File: config.mk
export PLATFORM = sky130hd
export DESIGN_NAME = icache_refill_ctrl
export DESIGN_NICKNAME = d
export VERILOG_FILES = /design/src/rtl/icache_refill_ctrl.sv
export SDC_FILE = /design/constraint.sdc
export NUM_CORES = 1
export LEC_CHECK = 0
export CORE_MARGIN = 2
export CORE_UTILIZATION = 30
export DETAILED_ROUTE_END_ITERATION = 8
export PLACE_DENSITY = 0.55
export SLEW_MARGIN = 30
export SYNTH_ARGS = -nofsm -noshare
export SYNTH_HDL_FRONTEND = slang
export SYNTH_SLANG_ARGS = --single-unit
File: constraint.sdc
create_clock -name clk -period 2.25 [get_ports clk]
set_clock_uncertainty 0.05 [all_clocks]
set_input_delay 0.3375 -clock clk [delete_from_list [all_inputs] [get_ports clk]]
set_output_delay 0.3375 -clock clk [all_outputs]
set_load 0.03 [all_outputs]
File: src/rtl/icache_refill_ctrl.sv
// rtl/icache_refill_ctrl.sv - instruction cache line refill controller
module icache_refill_ctrl #(
    parameter int ADDR_W = 16,
    parameter int WORD_W = 16,
    parameter int CNT_W  = 16
) (
    input  logic                clk,
    input  logic                rst_n,
    input  logic [ADDR_W-1:0]   pc_addr,
    input  logic                cache_hit,
    input  logic [WORD_W-1:0]   mem_rdata,
    input  logic                mem_ready,
    output logic                mem_req,
    output logic [ADDR_W-1:0]   mem_addr,
    output logic [4*WORD_W-1:0] line_data,
    output logic                line_valid,
    output logic                stall,
    output logic [CNT_W-1:0]    miss_count
);

    typedef enum logic [1:0] {
        IDLE   = 2'd0,
        REQ    = 2'd1,
        WRITE  = 2'd2,
        SETTLE = 2'd3
    } state_t;

    state_t            state;
    state_t            next_state;
    logic [1:0]        cnt;
    logic [ADDR_W-4:0] base_line;
    logic              miss;
    logic              capture;

    assign miss    = (state == IDLE) && !cache_hit;
    assign capture = (state == REQ) && mem_ready;

    always_ff @(posedge clk or negedge rst_n) begin
        if (!rst_n) begin
            state <= IDLE;
        end else begin
            state <= next_state;
        end
    end

    always_comb begin
        next_state = state;
        case (state)
            IDLE:    if (!cache_hit) next_state = REQ;
            REQ:     if (mem_ready && cnt == 2'd3) next_state = WRITE;
            WRITE:   next_state = SETTLE;
            SETTLE:  next_state = IDLE;
            default: next_state = IDLE;
        endcase
    end

    always_comb begin
        stall = (state != IDLE) || !cache_hit;
    end

    // Request and write strobe are registered from next_state so they are
    // glitch-free and line up exactly with the REQ and WRITE states.
    always_ff @(posedge clk or negedge rst_n) begin
        if (!rst_n) begin
            cnt        <= 2'd0;
            base_line  <= '0;
            mem_req    <= 1'b0;
            mem_addr   <= '0;
            line_data  <= '0;
            line_valid <= 1'b0;
            miss_count <= '0;
        end else begin
            mem_req    <= (next_state == REQ);
            line_valid <= (next_state == WRITE);
            if (miss) begin
                base_line <= pc_addr[ADDR_W-1:3];
                cnt       <= 2'd0;
                mem_addr  <= {pc_addr[ADDR_W-1:3], 3'b000};
            end
            if (capture) begin
                for (int k = 0; k < 4; k++) begin
                    if (cnt == k[1:0]) begin
                        line_data[k*WORD_W +: WORD_W] <= mem_rdata;
                    end
                end
                if (cnt != 2'd3) begin
                    cnt      <= cnt + 2'd1;
                    mem_addr <= {base_line, cnt + 2'd1, 1'b0};
                end
            end
            if (state == WRITE && miss_count != '1) begin
                miss_count <= miss_count + 1'b1;
            end
        end
    end

endmodule

==> Word level (Yosys, flattened, before mapping) <==
Cells that the tools add are included.
{ "totals": {"register_bits": 115, "latch_bits": 0, "ram_bits": 0, "rom_bits": 0, "input_bits": 36, "out_inout_bits": 99, "elab_cells": 45, "memories": 0} }
{ "op_classes": {"n_addsub": 2, "multipliers": 0, "div_mod_pow": 0, "magnitude_cmp": 0, "n_eq_ne": 10, "shift": 0, "muxes": 9, "bitwise_logic": 0, "n_reduce_logical": 13} }
{ "op_table": {"columns": ["operator", "n"], "rows": [
  ["2-to-1 mux 16 bit", 3],
  ["adder 16 x 1 -> 16 bit (second input constant)", 1],
  ["inequality test 16 bit (second input constant)", 1],
  ["equality test 2 bit (second input constant)", 5],
  ["2-to-1 mux 2 bit", 5],
  ["case mux 2 bit (4 select lines)", 1],
  ["AND reduction 2 bit", 4],
  ["equality test 2 x 1 -> 1 bit (second input constant)", 3],
  ["logical AND 1 bit", 4],
  ["zero test 2 bit", 2],
  ["adder 2 x 1 -> 2 bit (second input constant)", 1],
  ["inequality test 2 bit (second input constant)", 1],
  ["nonzero test 2 bit", 1],
  ["zero test 1 bit", 1],
  ["logical OR 1 bit", 1]
]} }

==> Depth between registers and ports, before layout <==
Gate-level depths: netlist of the first run.
{ "logic_depth": {"word_depth": 5, "ltp_mapped": 6, "mapped_depth_nobuf": 5} }

==> Worst setup path before layout of the first run <==
No wires, ideal clock.
{ "synth_timing": {"path_type": "register -> register", "startpoint": "register miss_count[0]", "endpoint": "register miss_count[1]", "setup_time_ps": 125, "arrival_ps": 1739, "required_ps": 2075, "path_slack_ps": 337, "path_stages_with_launch": 6, "path_buffers": 0, "synth_period_minus_slack_ps": 1913, "path_cell_list": "dfrtp_1 > ha_1 > nand3_1 > nor4_4 > nor2_1 > mux2_2"} }
{ "synth_via": {"elab_chain_len": 2, "elab_cells_between_ends": 3, "classes_between": "1 x add/sub; 1 x eq/ne; 1 x reduce/logical"} }
{ "synth_rtl": {"columns": ["item", "line_no", "source"], "rows": [
  ["start, declared", "18", "output logic [CNT_W-1:0] miss_count"],
  ["start signal, assigned", "92", "miss_count <= miss_count + 1'b1;"],
  ["parallel branches: the longest is 2 deep, another holds adder 16 x 1 -> 16 bit", null, null]
]} }
Parallel ways; which one is timed is not known.
A chain may end at the register's enable or synchronous reset.

==> Final worst setup path of the first run <==
{ "layout_timing": {"startpoint": "register miss_count[4]", "endpoint": "output miss_count[4]"} }
No word-level cell between the ends.

==> qor.txt, run 1 <==
FF+latch area - 0.00288 mm²
setup violators final - 0
Yosys Warn Count - 0
total CTS buffers - 17
worst hold path type - primary input to async pin
Lkg Pwr - 2.93 nW
largest family of logic cells by synthesized area - multiplexers
post-synthesis mux area share - 22.3%
vias per inst - 4.55
buffer and inverter count on the worst path - 1
Min Clock Period, post-route - 1940 ps
sequential share of the synthesized area - 62.3%
critical path class - register to primary output
full die area - 0.0164 mm²
Synth area leaders - dfrtp_1 (62%), mux2_2 (20%), mux2i_1 (2.8%), xor2_1 (2.1%), nand2_1 (1.8%)
crit path DAT - 1550 ps
first drt pass iteration count - 4
Filler cells - 1410
final WL - 10700 µm
largest net degree at the start of global routing - 44
crit-path max cell delay - 710 ps
initial antenna violation count - 0
period utilization - 86.2%
non-filler instance count after layout - 672
Synth cell types - 36
peak supply drop - 0.773 mV
number of global-route vias before repair - 3289
Final ANT Viol Nets - 0
Compound-Gate Fraction of Synth Area - 2.74%
xor-xnor portion of the synthesized cell area - 2.28%
clk sinks - 115
DP HPWL - 7320 µm
commonest cells after routing, fill and taps aside - clkdlybuf4s50_1 (129), dfrtp_1 (115), mux2_2 (80)
most common cell after layout, fill and taps aside - clkdlybuf4s50_1
Fmax achieved - 516 MHz
layout cell share with drive strength beyond 1 - 27.1%
DR vias - 3058
DR WL/cell - 16.0 µm
Synth top area share - 62.3%
Cell Rows - 45
area leader, netlist - dfrtp_1
Max-cap violations - 0
CTS tree - built
Tot GR Track Use - 14.0%
Crit Path Max Fanout - 6
global route total overflow - 0
setup TNS - 0 ps
RD Place Congestion - 0.698
placed cells - 639
Worst EP required - 1860 ps
first-pass GRT wire length - 17400 µm
drt first-iter violations - 70
ANT cells - 0
Die W - 128 µm
CP Cell Sequence - clkdlybuf4s50_1
simple logic cell fraction of the synthesized area - 7.45%
# IOs - 135
synthesis-stage register bit count - 115
Synth Area in Adders - 1.35%
Root Driver - clkbuf_16
Placeable Area - 0.0151 mm²
outcome - completed
Die Span Y - 128 µm
clk slew on worst S/H paths - 60 ps
RSZ-0062 raised after global routing - no
CP top delay family - buffers and inverters
Least-Margin Pin Slew - 571 ps
Clock Tree Buf Depth - 2
syn nets - 361
reg2reg setup slack - 380 ps
Setup crit end kind - primary output
Post-Syn Area - 0.00462 mm²
final hold vios - 0
# port buffers - 131
Final Max Tran Viols - 0
Pwr per Cell Area - 1590 mW/mm²
H-tree Lvls - 4
synthesized instance count - 320
slowest CP cell - clkdlybuf4s50_1
Worst slew margin - 61.9%
P&R area growth vs syn - 47.1%
Worst-Skew Late Latency - 400 ps
number of remaining DRC errors - 0
nets@finish - 512
Avg Inst Size Synth - 14.4 µm²
initial core utilization - 30.5%
multi-input logic area - 0.00168 mm²
CP startpoint kind - register
[worst register-to-register path: cells and delay by family (launching register included)]
kind / cells / cell delay [ps]
flip-flops: 1 / 410
AND/OR/NAND/NOR: 4 / 920
adder cells (fa/ha/maj): 1 / 210
buffers and inverters: 1 / 210
[metal layers]
layer,up-vias,share of wire (%),track usage (%)
li1,1439,-,-
met1,1517,43,16.7
met2,92,46,21.4
met3,10,10,7.60
met4,0,1.4,5.04
met5,-,0,0
[metrics by stage]
step	utilization [%]	hold WS (ps)	setup slack, ps	area, µm²	power, mW
final	44.8	418	310	6790	10.8
after global routing	44.8	450	245	6790	11.4
after detailed placement	41.0	332	194	6210	8.33
after global placement	41.0	318	213	6210	8.25
after CTS	44.8	426	286	6790	11.0
after floorplan	-	-8.09	337	4620	6.25
[state kept, by name, indices dropped and copies added, names as in the netlist]
signal,cells
line_data,64
mem_addr,16
miss_count,16
base_line,13
cnt,2
state,2
line_valid,1
mem_req,1
[cell usage after synthesis (all sizes together)]
master	n
nor2	5
nor3b	2
nor2b	2
clkbuf	3
and4b	1
dfrtp	115
or2	2
xnor2	1
mux2i	13
and3	1
nand2	23
or3	1
inv	4
nand4	4
or3b	1
nor3	8
ha	5
nor4b	1
a21oi	1
xor2	11
a21boi	1
nand3	2
o21ai	16
nand2b	1
a21o	1
mux2	80
and2	1
buf	7
a22o	3
and4	1
nor4	1
or4	1
and3b	1
[area by class of cell]
type                       instances  share of cell area [%]
timing repair buffer             142                    20.9
multi-input combinational        191                    24.7
clock inverter                    12                    1.97
sequential                       115                    42.4
clock buffer                      20                    6.43
tap                              188                    3.46
inverter                           4                   0.221
[worst paths after layout]
check	from	to	cells past startpoint
min	rst_n	line_data[46]	2
min in group clk	base_line[5]	mem_addr[8]	2
max in group asynchronous	rst_n	miss_count[5]	3
min reg2reg	base_line[5]	mem_addr[8]	2
max reg2reg	miss_count[0]	miss_count[2]	6
max	miss_count[4]	miss_count[4]	1
[power breakdown]
part / switching, mW / total (mW) / internal [mW]
Combinational: 2.56 / 4.78 / 2.22
Sequential: 0.494 / 3.47 / 2.98
Clock: 0.936 / 2.57 / 1.63
[what timing repair did]
item | CTS | global route
endpoints found under the setup margin | 0 | 0
hold buffers | 1 | 0
hold endpoints to repair | 40 | 0
resized for setup | 0 | 0
buffers inserted | 0 | 0
[cells by family (layout without fill, tap and decap cells)]
family | after synthesis | in the layout
mux | 93 | 93
buf+inv | 14 | 178
fa+ha+maj | 5 | 5
xor+xnor | 12 | 12
simple gates | 59 | 59
compound gates | 22 | 22
flops | 115 | 115
Power figures use the tool's default switching activity.
==> run 2, diff against run 1 <==
Settings changed: CORE_MARGIN 2 to default.
==> qor.txt, run 2 (same netlist as run 1, synthesis figures left out) <==
sw power - 4.06 mW (was 3.99 mW)
Least-Margin Pin Slew - 579 ps (was 571 ps)
# IOs - 135 (unchanged)
Die W - 126 µm (was 128 µm)
H-tree Lvls - 4 (unchanged)
crit path DAT - 1730 ps (was 1550 ps)
final hold vios - 0 (unchanged)
initial antenna violation count - 0 (unchanged)
Logic pwr share - 43.8% (was 44.2%)
Most flops, register - line_data (unchanged)
first drt pass iteration count - 4 (unchanged)
Placeable Area - 0.0148 mm² (was 0.0151 mm²)
Final ANT Viol Nets - 0 (unchanged)
setup TNS - 0 ps (unchanged)
Final Max Tran Viols - 0 (unchanged)
FF+latch area - 0.00288 mm² (unchanged)
Fmax achieved - 473 MHz (was 516 MHz)
buffer and inverter count on the worst path - 1 (unchanged)
commonest cells after routing, fill and taps aside - clkdlybuf4s50_1 (129), dfrtp_1 (115), mux2_2 (80) (unchanged)
number of remaining DRC errors - 0 (unchanged)
biggest regs - line_data (64), mem_addr (16), miss_count (16) (unchanged)
critical path class - register to primary output (unchanged)
RD Place Congestion - 0.729 (was 0.698)
total chip power - 10.9 mW (was 10.8 mW)
Non-Filler Cell Area, Final - 0.00682 mm² (was 0.00679 mm²)
clk slew on worst S/H paths - 60 ps (about the same)
peak supply drop - 0.918 mV (was 0.773 mV)
Worst-Skew Late Latency - 410 ps (was 400 ps)
max FFs per register - 64 (unchanged)
nets@finish - 511 (was 512)
vias per inst - 4.61 (was 4.55)
# port buffers - 131 (unchanged)
largest net degree at the start of global routing - 106 (was 44)
placed cell areas - 0.00621 mm² (about the same)
global route total overflow - 0 (unchanged)
Crit Path Max Fanout - 6 (unchanged)
Cell Rows - 44 (was 45)
DR WL/cell - 15.8 µm (was 16.0 µm)
Worst slew margin - 61.4% (was 61.9%)
Min Clock Period, post-route - 2110 ps (was 1940 ps)
Clock Tree Buf Depth - 2 (unchanged)
internal power - 6.87 mW (was 6.83 mW)
full die area - 0.0159 mm² (was 0.0164 mm²)
multi-input logic area - 0.00168 mm² (unchanged)
Setup crit end kind - primary output (unchanged)
CTS tree - built (unchanged)
CP Cell Sequence - or3b_2 -> dlygate4sd2_1 (was clkdlybuf4s50_1)
layout cell share with drive strength beyond 1 - 27.3% (was 27.1%)
sequential power share - 31.7% (was 32.1%)
Switching Fraction - 37.1% (was 36.9%)
Root Driver - clkbuf_16 (unchanged)
slowest CP cell - or3b_2 (was clkdlybuf4s50_1)
most common cell after layout, fill and taps aside - clkdlybuf4s50_1 (unchanged)
DR vias - 3072 (was 3058)
P&R area growth vs syn - 47.6% (was 47.1%)
crit-path max cell delay - 480 ps (was 710 ps)
number of global-route vias before repair - 3291 (was 3289)
CP startpoint kind - register (unchanged)
CP top delay family - simple AND/OR/NAND/NOR gates (was buffers and inverters)
Max-cap violations - 0 (unchanged)
clk sinks - 115 (unchanged)
period utilization - 93.9% (was 86.2%)
Filler cells - 1342 (was 1410)
ANT cells - 0 (unchanged)
setup violators final - 0 (unchanged)
Worst EP required - 1860 ps (about the same)
drt first-iter violations - 81 (was 70)
RSZ-0062 raised after global routing - no (unchanged)
Die Span Y - 126 µm (was 128 µm)
initial core utilization - 31.3% (was 30.5%)
outcome - completed (unchanged)
final WL - 10500 µm (was 10700 µm)
Tot GR Track Use - 14.3% (was 14.0%)
part of the power in the clock network - 24.5% (was 23.7%)
Setup Fix Bufs, Post-CTS - 0 (unchanged)
Lkg Pwr - 2.94 nW (was 2.93 nW)
total CTS buffers - 17 (unchanged)
first-pass GRT wire length - 17100 µm (was 17400 µm)
DP HPWL - 6980 µm (was 7320 µm)
Pwr per Cell Area - 1600 mW/mm² (was 1590 mW/mm²)
worst hold path type - primary input to async pin (unchanged)
run 2: final cells by class:
cell class / instances / share of cell area [%]
multi-input combinational: 191 / 24.6
clock buffer: 18 / 6.44
clock inverter: 14 / 2.26
timing repair buffer: 141 / 20.9
sequential: 115 / 42.2
inverter: 4 / 0.220
tap: 184 / 3.38
run 2: timing repair:
item | 4_1_cts | 5_1_grt
endpoints found under the hold margin | 10 | 0
hold buffers | 1 | 0
setup endpoints to repair | 1 | 0
resized for setup | 1 | 0
run 2: final timing paths:
check	start	to	slack (ps)	depth (start not counted)
min reg2reg	base_line[9]	mem_addr[12]	420	2
min	rst_n	line_data[63]	250	2
max	state[1]	stall	140	2
min in group clk	base_line[9]	mem_addr[12]	420	2
max in group asynchronous	rst_n	base_line[7]	1090	3
max reg2reg	miss_count[0]	miss_count[13]	440	6
run 2: per-stage QoR:
stage	worst slack [ps]	cells	hold slack (ps)	util, %
floorplan	337	320	-8.09	-
global placement	-7.93	634	135	42.1
detailed placement	-10.4	634	137	42.1
CTS	107	667	225	46.2
global route	52.1	667	233	46.2
finish	137	667	249	46.2
run 2: power groups by stage:
stage / logic, mW / registers [mW] / clock network [mW]
3_5_place_dp: 4.84 / 3.49 / 0
4_1_cts: 4.85 / 3.48 / 2.76
5_1_grt: 5.07 / 3.59 / 2.85
3_3_place_gp: 4.80 / 3.46 / 0
6_report: 4.79 / 3.47 / 2.67
2_1_floorplan: 1.32 / 4.94 / 0
run 2: routing by layer:
layer	global-route usage [%]	up-vias	wire, µm
met5	0	-	0
met2	21.9	103	4870
li1	-	1440	-
met4	5.95	0	176
met1	16.0	1511	4330
met3	8.67	18	1150
==> run 3, diff against run 2 <==
Settings changed: CORE_UTILIZATION 30 to 49, CTS_BUF_LIST from default to sky130_fd_sc_hd__clkbuf_8, PLACE_DENSITY 0.55 to 0.82.
==> qor.txt, run 3 (same netlist as run 1, synthesis figures left out) <==
reg2reg setup slack - 460 ps (was 440 ps)
worst hold slack - 362 ps (was 249 ps)
CP Cell Sequence - or3b_2 -> dlygate4sd2_1 (unchanged)
Lkg Pwr - 2.91 nW (was 2.94 nW)
drt first-iter violations - 70 (was 81)
crit-path max cell delay - 510 ps (was 480 ps)
critical path class - register to primary output (unchanged)
number of global-route vias before repair - 3267 (was 3291)
Reg2Reg Depth - 5 (was 6)
period utilization - 94.0% (was 93.9%)
P&R area growth vs syn - 43.6% (was 47.6%)
Cell Rows - 35 (was 44)
setup violators final - 0 (unchanged)
# port buffers - 131 (unchanged)
final hold vios - 0 (unchanged)
outcome - completed (unchanged)
worst hold path type - primary input to async pin (unchanged)
number of remaining DRC errors - 0 (unchanged)
Final ANT Viol Nets - 0 (unchanged)
max FFs per register - 64 (unchanged)
global route total overflow - 0 (unchanged)
clk sinks - 115 (unchanged)
vias per inst - 5.18 (was 4.61)
Die W - 99.1 µm (was 126 µm)
RR Startpoint - miss_count[0] (unchanged)
total CTS buffers - 17 (unchanged)
initial core utilization - 50.2% (was 31.3%)
initial antenna violation count - 0 (unchanged)
DR vias - 3097 (was 3072)
biggest regs - line_data (64), mem_addr (16), miss_count (16) (unchanged)
layout cell share with drive strength beyond 1 - 27.7% (was 27.3%)
RD Place Congestion - 0.760 (was 0.729)
Non-Filler Cell Area, Final - 0.00663 mm² (was 0.00682 mm²)
Most flops, register - line_data (unchanged)
ANT cells - 0 (unchanged)
RSZ-0062 raised after global routing - no (unchanged)
commonest cells after routing, fill and taps aside - clkdlybuf4s50_1 (129), dfrtp_1 (115), mux2_2 (80) (unchanged)
CTS tree - built (unchanged)
Least-Margin Pin Slew - 475 ps (was 579 ps)
final WL - 10100 µm (was 10500 µm)
worst reg2reg path endpoint - miss_count[1] (was miss_count[13])
post-layout util - 72.1% (was 46.2%)
Min Clock Period, post-route - 2120 ps (was 2110 ps)
Fmax achieved - 473 MHz (about the same)
DR WL/cell - 16.9 µm (was 15.8 µm)
Final Max Tran Viols - 0 (unchanged)
# IOs - 135 (unchanged)
Tot GR Track Use - 22.4% (was 14.3%)
Max-cap violations - 0 (unchanged)
most common cell after layout, fill and taps aside - clkdlybuf4s50_1 (unchanged)
largest net degree at the start of global routing - 35 (was 106)
first-pass GRT wire length - 16700 µm (was 17100 µm)
CP startpoint kind - register (unchanged)
full die area - 0.00982 mm² (was 0.0159 mm²)
Clock Tree Buf Depth - 2 (unchanged)
placed cell areas - 0.00620 mm² (was 0.00621 mm²)
total chip power - 10.3 mW (was 10.9 mW)
DP HPWL - 7060 µm (was 6980 µm)
Worst slew margin - 68.3% (was 61.4%)
clk slew on worst S/H paths - 70 ps (was 60 ps)
Placeable Area - 0.00920 mm² (was 0.0148 mm²)
Crit Path Max Fanout - 6 (unchanged)
Die Span Y - 99.1 µm (was 126 µm)
Worst-Skew Late Latency - 410 ps (about the same)
Setup crit end kind - primary output (unchanged)
nets@finish - 515 (was 511)
H-tree Lvls - 4 (unchanged)
Root Driver - clkbuf_8 (was clkbuf_16)
crit path DAT - 1730 ps (about the same)
peak supply drop - 1.10 mV (was 0.918 mV)
slowest CP cell - or3b_2 (unchanged)
Pwr per Cell Area - 1560 mW/mm² (was 1600 mW/mm²)
Worst EP required - 1860 ps (about the same)
Setup Fix Bufs, Post-CTS - 0 (unchanged)
first drt pass iteration count - 4 (unchanged)
run 3: metal layers:
metal / GRT usage, % / part of all wire, %
met5: 0 / 0
met4: 7.81 / 0.69
met3: 10.6 / 8.8
met2: 35.3 / 49
met1: 27.1 / 42
run 3: final cells by class:
| type | count | area (µm²) |
|---|---|---|
| Clock inverter | 13 | 159 |
| Timing Repair Buffer | 145 | 1500 |
| Inverter | 4 | 15.0 |
| Sequential cell | 115 | 2880 |
| Fill cell | 646 | 2560 |
| Tap cell | 111 | 139 |
| Clock buffer | 19 | 262 |
| Multi-Input combinational cell | 191 | 1680 |
run 3: worst max-delay path by stage:
stage                        startpoint  cells past startpoint  slack (ps)       endpoint
after floorplan           miss_count[0]                      5         340  miss_count[1]
after global placement        cache_hit                      3          -7          stall
after detailed placement      cache_hit                      3         -10          stall
after CTS                      state[0]                      2         110          stall
after global routing           state[0]                      2          70          stall
final                          state[0]                      2         130          stall
run 3: repair_timing:
item | CTS | global route
hold buffers | 1 | 0
gates resized for setup | 1 | 0
hold endpoints to repair | 31 | 0
endpoints found under the setup margin | 1 | 0
run 3: worst max-delay path: cells and delay by family, from the launching register on:
| family | cells | cell delay [ps] |
|---|---|---|
| flops | 1 | 450 |
| simple gates | 1 | 510 |
| buf+inv | 1 | 370 |
run 3: through the flow:
stage	cells	TNS, ps	setup slack [ps]
after floorplan	320	0	337
after global placement	565	-7.35	-7.35
after detailed placement	565	-10.8	-10.8
after CTS	598	0	109
after global routing	598	0	69.0
final	598	0	134
run 3: where the power goes:
group | switching [mW] | internal, mW
clock network | 0.829 | 1.15
registers | 0.494 | 2.98
logic | 2.60 | 2.28
